**config.mk**
```make
export PLATFORM = sky130hd
export DESIGN_NAME = rf_scan_ctrl
export DESIGN_NICKNAME = d
export VERILOG_FILES = /design/src/rtl/rf_scan_ctrl.sv
export SDC_FILE = /design/constraint.sdc
export NUM_CORES = 1
export LEC_CHECK = 0
export CORE_ASPECT_RATIO = 0.5
export CORE_MARGIN = 10
export CORE_UTILIZATION = 46
export DETAILED_ROUTE_END_ITERATION = 6
export PLACE_DENSITY = 0.85
export SLEW_MARGIN = 0
export SYNTH_ARGS = -nofsm -noshare
export SYNTH_HDL_FRONTEND = slang
export SYNTH_SLANG_ARGS = --single-unit
export TNS_END_PERCENT = 50
```
**constraint.sdc**
```tcl
create_clock -name clk -period 2.7 [get_ports clk]
set_input_delay 0.405 -clock clk [delete_from_list [all_inputs] [get_ports clk]]
set_output_delay 0.405 -clock clk [all_outputs]
set_load 0.01 [all_outputs]
```
**src/rtl/rf_scan_ctrl.sv**
```systemverilog
// Register-file scan sequencer: borrows the RF read port between core reads and
// streams every (index, value) pair out over a valid/ready dump interface.
module rf_scan_ctrl #(
    parameter int NUM_REGS     = 32,
    parameter int XLEN         = 32,
    parameter int ADDR_W       = 5,
    parameter int STARVE_LIMIT = 8
) (
    input  logic              clk,
    input  logic              rstb,
    input  logic              start,
    output logic              busy,
    output logic              done,
    input  logic              core_rd_req,
    output logic              core_stall,
    output logic              rf_port_sel,
    output logic [ADDR_W-1:0] rf_raddr,
    input  logic [XLEN-1:0]   rf_rdata,
    output logic              dump_valid,
    input  logic              dump_ready,
    output logic [ADDR_W-1:0] dump_addr,
    output logic [XLEN-1:0]   dump_data
);

    // A zero limit still needs a 1-bit counter that simply never increments.
    localparam int SW = (STARVE_LIMIT > 0) ? $clog2(STARVE_LIMIT + 1) : 1;
    localparam logic [SW-1:0]     STARVE_MAX = SW'(STARVE_LIMIT);
    localparam logic [ADDR_W-1:0] LAST_IDX   = ADDR_W'(NUM_REGS - 1);

    typedef enum logic [2:0] {
        S_IDLE,
        S_ARB,
        S_ISSUE,
        S_CAPT,
        S_SEND,
        S_DONE
    } state_t;

    state_t            state_q, state_d;
    logic [ADDR_W-1:0] idx_q, idx_d;
    logic [SW-1:0]     starve_q, starve_d;
    logic [XLEN-1:0]   buf_q, buf_d;

    always_ff @(posedge clk) begin
        if (!rstb) begin
            state_q  <= S_IDLE;
            idx_q    <= '0;
            starve_q <= '0;
            buf_q    <= '0;
        end else begin
            state_q  <= state_d;
            idx_q    <= idx_d;
            starve_q <= starve_d;
            buf_q    <= buf_d;
        end
    end

    always_comb begin
        state_d  = state_q;
        idx_d    = idx_q;
        starve_d = starve_q;
        buf_d    = buf_q;
        case (state_q)
            S_IDLE: begin
                if (start) begin
                    state_d  = S_ARB;
                    idx_d    = '0;
                    starve_d = '0;
                end
            end
            S_ARB: begin
                // Yield to the core until the starvation bound forces the port.
                if (!core_rd_req || starve_q == STARVE_MAX) begin
                    state_d  = S_ISSUE;
                    starve_d = '0;
                end else begin
                    starve_d = starve_q + SW'(1);
                end
            end
            S_ISSUE: state_d = S_CAPT;
            S_CAPT: begin
                buf_d   = rf_rdata;
                state_d = S_SEND;
            end
            S_SEND: begin
                if (dump_ready) begin
                    if (idx_q == LAST_IDX) begin
                        state_d = S_DONE;
                    end else begin
                        idx_d   = idx_q + ADDR_W'(1);
                        state_d = S_ARB;
                    end
                end
            end
            S_DONE: begin
                idx_d   = '0;
                state_d = S_IDLE;
            end
            default: state_d = S_IDLE;
        endcase
    end

    assign busy        = (state_q != S_IDLE);
    assign done        = (state_q == S_DONE);
    assign rf_port_sel = (state_q == S_ISSUE);
    assign core_stall  = rf_port_sel & core_rd_req;
    assign rf_raddr    = rf_port_sel ? idx_q : '0;
    assign dump_valid  = (state_q == S_SEND);
    assign dump_addr   = dump_valid ? idx_q : '0;
    assign dump_data   = dump_valid ? buf_q : '0;

endmodule

```
== Word level (Yosys, flattened, before mapping) ==
Index checks and enable logic that the tools add are counted.

* Logic and storage cells: 42
* Register bits after elaboration: 44
* Output and inout bits: 47
* Bits of input ports: 37

* Bitwise gates (word level): 1
* Equality and inequality tests: 11
* $add $sub $neg: 2
* Muxes and demuxes: 15
* Reduce and logical (&&, ||, !) cells: 9

{| class="wikitable"
|+ Operators with widths
! operator !! number
|-
| $mux 32 || 1
|-
| $mux 5 || 5
|-
| $pmux 3 s5 || 1
|-
| $pmux 5 s3 || 1
|-
| $mux 3 || 4
|-
| $mux 4 || 2
|-
| $pmux 4 s2 || 1
|-
| $eq 3x2->1 const B || 2
|-
| $eq 3x3->1 const B || 2
|-
| $ne 2x2->1 const B || 3
|-
| $reduce_bool 3->1 || 2
|-
| $add 5x1->5 const B || 1
|-
| $eq 5x5->1 const B || 1
|-
| $add 4x1->4 const B || 1
|-
| $eq 4x4->1 const B || 1
|-
| $reduce_and 4->1 || 1
|-
| $eq 3x1->1 const B || 1
|-
| $logic_not 3->1 || 1
|-
| $reduce_and 3->1 || 1
|-
| $ne 2x1->1 const B || 1
|-
| $reduce_and 2->1 || 1
|-
| $reduce_bool 2->1 || 1
|-
| $and 1x1->1 || 1
|-
| $logic_not 1->1 || 1
|-
| $logic_or 1x1->1 || 1
|}

== Longest topological paths before layout ==
Gate-level depths: netlist of run 1.

* Depth after elaboration: 4
* Gate-level depth with buffers: 7
* Mapped depth without buffers: 7

== Least setup slack after synthesis of run 1 ==
Ideal clock, no wire load.

* Path type: register to output
* Start point: register state_q[0]
* End point: output dump_data[22]
* Required time: 2295 ps
* Stages on the path, launching flop included: 6
* Arrival time: 1384 ps
* Slack: 911 ps
* Path buffers: 2
* Path through: dfxtp_1 buf_6 or3b_1 inv_2 clkbuf_1 and2_1

* Longest elaborated chain between the ends: 2

{| class="wikitable"
|+ RTL lines
! item !! RTL line !! source
|-
| from (decl) || 39 || <nowiki>state_t state_q, state_d;</nowiki>
|-
| from (signal assigned) || 51 || <nowiki>state_q <= state_d;</nowiki>
|-
| $eq 3x3->1 || 108 || <nowiki>assign dump_valid = (state_q == S_SEND);</nowiki>
|-
| net dump_valid || 19 || <nowiki>output logic dump_valid,</nowiki>
|-
| $mux 32 || 110 || <nowiki>assign dump_data = dump_valid ? buf_q : '0;</nowiki>
|-
| to (decl) || 22 || <nowiki>output logic [XLEN-1:0] dump_data</nowiki>
|}

The timed path passes the listed nets, and every way through them passes these cells.

== Worst setup path after layout of run 1 ==
* Start point: register state_q[2]
* End point: output dump_data[18]

* Longest elaborated chain between the ends: 2

{| class="wikitable"
|+ RTL lines
! item !! RTL line
|-
| $eq 3x3->1 || 108
|-
| $mux 32 || 110
|}

Every way passes these cells.

==> results of run 1 <==
## Yosys cell counts (2+ instances only)
library cell,instances,area share
buf_6,2,0.011
a31oi_1,3,0.0092
ha_1,4,0.025
nor3_1,5,0.012
nand2_1,68,0.13
nand3_1,10,0.025
clkbuf_1,12,0.022
dfxtp_1,44,0.43
a21oi_1,35,0.086
nor2_1,6,0.011
and2_1,43,0.13
or3_1,2,0.0061
nand4b_1,2,0.0086
inv_1,4,0.0074
nand3b_1,2,0.0074
buf_2,3,0.0074
and3_1,2,0.0061
o21ai_0,4,0.0098
## layer usage
layer / vias up / GRT usage / routed length, um
met1: 909 / 0.1552 / 2403
met4: 0 / 0.06677 / 95
met2: 53 / 0.2712 / 2951
met3: 8 / 0.05809 / 450
met5: - / 0 / 0
li1: 1026 / - / -
## stage by stage
step                        util  area (um2)  instances
after detailed placement  0.7071        2888        391
final                     0.7384        3015        399
after global routing      0.7384        3015        399
after floorplan                -        2037        267
after CTS                 0.7381        3014        399
after global placement    0.7071        2888        391
## repair_timing
action / 4_1_cts / 5_1_grt
endpoints found under the hold margin: 0 / 0
pin swaps: 0 / 0
setup buffers: 0 / 0
gates resized for setup: 2 / 1
endpoints found under the setup margin: 38 / 36
cloned: 0 / 0
## critical path, stage by stage, from the launching register on
cell and delay, ns:
dfxtp_2 0.42, or3b_1 0.45, inv_6 0.24, and2_1 0.17
clkdlybuf4s50_1 0.56
## layout by cell type (no fill, tap or decap), types with 3 or more instances in the layout
| master | count |
|---|---|
| clkdlybuf4s50_1 | 83 |
| clkbuf_8 | 6 |
| dfxtp_1 | 43 |
| a31oi_1 | 3 |
| nand2_1 | 68 |
| a21oi_1 | 35 |
| o21ai_0 | 4 |
| buf_4 | 4 |
| inv_1 | 4 |
| and2_1 | 43 |
| nor2_1 | 6 |
| nand3_1 | 10 |
| nor3_1 | 4 |
| ha_1 | 4 |
## flip-flops by register name, indices dropped and copies added, names as in the netlist
signal / cells
buf_q: 32
idx_q: 5
starve_q: 4
state_q: 3
## worst paths after layout
check,to,depth (start not counted),from
worst max-delay path,dump_data[18],4,state_q[2]
worst min-delay path,buf_q[29],2,buf_q[29]
worst max register to register,idx_q[2],7,idx_q[0]
worst min register to register,buf_q[29],2,buf_q[29]
## cell families after synthesis
kind of cell | Yosys count | share of synthesized area
and+or+nand+nor | 149 | 0.3661
buffers and inverters | 23 | 0.05159
AOI/OAI and AO/OA | 46 | 0.1204
muxes | 1 | 0.004914
adders and majority gates | 4 | 0.02457
DFF | 44 | 0.4324
## layout make-up
cell class	count	area [um2]	share of cell area
Clock inverter	2	38.79	0.01286
Sequential cell	44	882.1	0.2925
Inverter	6	27.53	0.009129
Clock buffer	6	82.58	0.02739
Multi-Input combinational cell	200	1056	0.3502
Timing Repair Buffer	87	860.8	0.2855
Tap cell	54	67.56	0.02241
## power by group
group | switching [uW] | leakage [uW] | internal [uW]
registers | 9.72 | 0.000356 | 659
logic | 56.0 | 0.000643 | 69.9
clock network | 236 | 0.0000614 | 303
==> flow_metrics.tcl, run 1 <==
set metrics [dict create \
    drt_iter0_markers 94 \
    startpoint_type "register" \
    die_w_um 114.1 \
    nets 385 \
    drc 0 \
    setup_tns_ns 0 \
    ir_drop_uv 327.4 \
    place_ws_ns 0.1814 \
    cts_root_buf "clkbuf_8" \
    fin_crit_ns 2.556 \
    ys_seq_elements 44 \
    portBuffers 83 \
    grt_pass1_vias 1967 \
    nFillCells 325 \
    synth_area_mm2 0.002037 \
    cts.sinks 44 \
    die_h_um 67.06 \
    coreArea_mm2 0.004084 \
    first_pass_iters 4 \
    grt_usage 0.1505 \
    skew_ns 0.008252 \
    num_rows 16 \
    dp_hpwl_um 4297 \
    period_share 0.9468 \
    vias 1996 \
    ff2ff_setup_slack_ns 0.59 \
    ys.flop_type "dfxtp_1" \
    io_pins 84 \
    outcome "completed" \
    num_antenna_cells 0 \
    finalMaxSlewViolations 0 \
    initial_utilization 0.4988 \
    synth_cell_types 34 \
    setup_ws_ns 0.1437 \
    cts_buffer_depth 2 \
    cts_made_buffers 5 \
    gp_congestion 0.8557 \
    p_leak_uw 0.001060 \
    cp.required_ns 2.30 \
    power.density_mw_per_mm2 442.3 \
    h-tree-depth 2 \
    rsz0062_at_grt "false" \
    arrival_ns 2.15 \
    wirelength_um 5901 \
    netlist_instances 267 \
    cts_tree "yes" \
    tightest_slew_ns 1.131 \
    ys.warnings.count 0 \
    grt_start_max_net_pins 43 \
    die-area_mm2 0.007652 \
    end_kind "output pin" \
    whs_ns 0.4533 \
    hp-class "reg2reg" \
    synth_fp_nets 308 \
    ant_nets 0 \
    antenna_found_initial 0 \
    grt_overflow_total 0 \
    drv_cap 0 \
    vias_per_cell 5.003 \
    relSlewSlack 0.2460 \
    avgSynthCellArea_um2 7.629 \
    total_power_uw 1334 \
    finalSetupViolCount 0 \
    wire_per_inst_um 14.79 \
    yosysSeqAreaShare 0.4324 \
    insertion_delay_ns 0.30 \
    fmax_mhz 391.2 \
    synth_edf_count 0 \
    hold_buffers 0 \
    syn2layout_area_growth_pct 48.03 \
    grt_pass1_wl_um 9549 \
    async_flop_share 0 \
    worst-path-max-fanout 42 \
    drive_gt1_frac 0.04638 \
    hold_viol_final 0 \
    worstSetupPathType "reg2out" \
    clk_pin_slew_worst_paths_ns 0.09 \
]
(Power assumes the default switching activity.)
==> run 2: changes to the inputs <==
--- a/config.mk
+++ b/config.mk
@@ -8,6 +8,7 @@
 export CORE_ASPECT_RATIO = 0.5
 export CORE_MARGIN = 10
 export CORE_UTILIZATION = 46
+export CTS_CLUSTER_DIAMETER = 40
 export DETAILED_ROUTE_END_ITERATION = 6
 export PLACE_DENSITY = 0.85
 export SLEW_MARGIN = 0
==> results of run 2 <==
Final layout, timing and power as in run 1 (identical DEF).
==> run 3: changes to the inputs <==
--- a/config.mk
+++ b/config.mk
@@ -11,6 +11,7 @@
 export CTS_CLUSTER_DIAMETER = 40
 export DETAILED_ROUTE_END_ITERATION = 6
 export PLACE_DENSITY = 0.85
+export SKIP_LAST_GASP = 1
 export SLEW_MARGIN = 0
 export SYNTH_ARGS = -nofsm -noshare
 export SYNTH_HDL_FRONTEND = slang
==> results of run 3 <==
Final layout, timing and power as in run 1 (identical DEF).
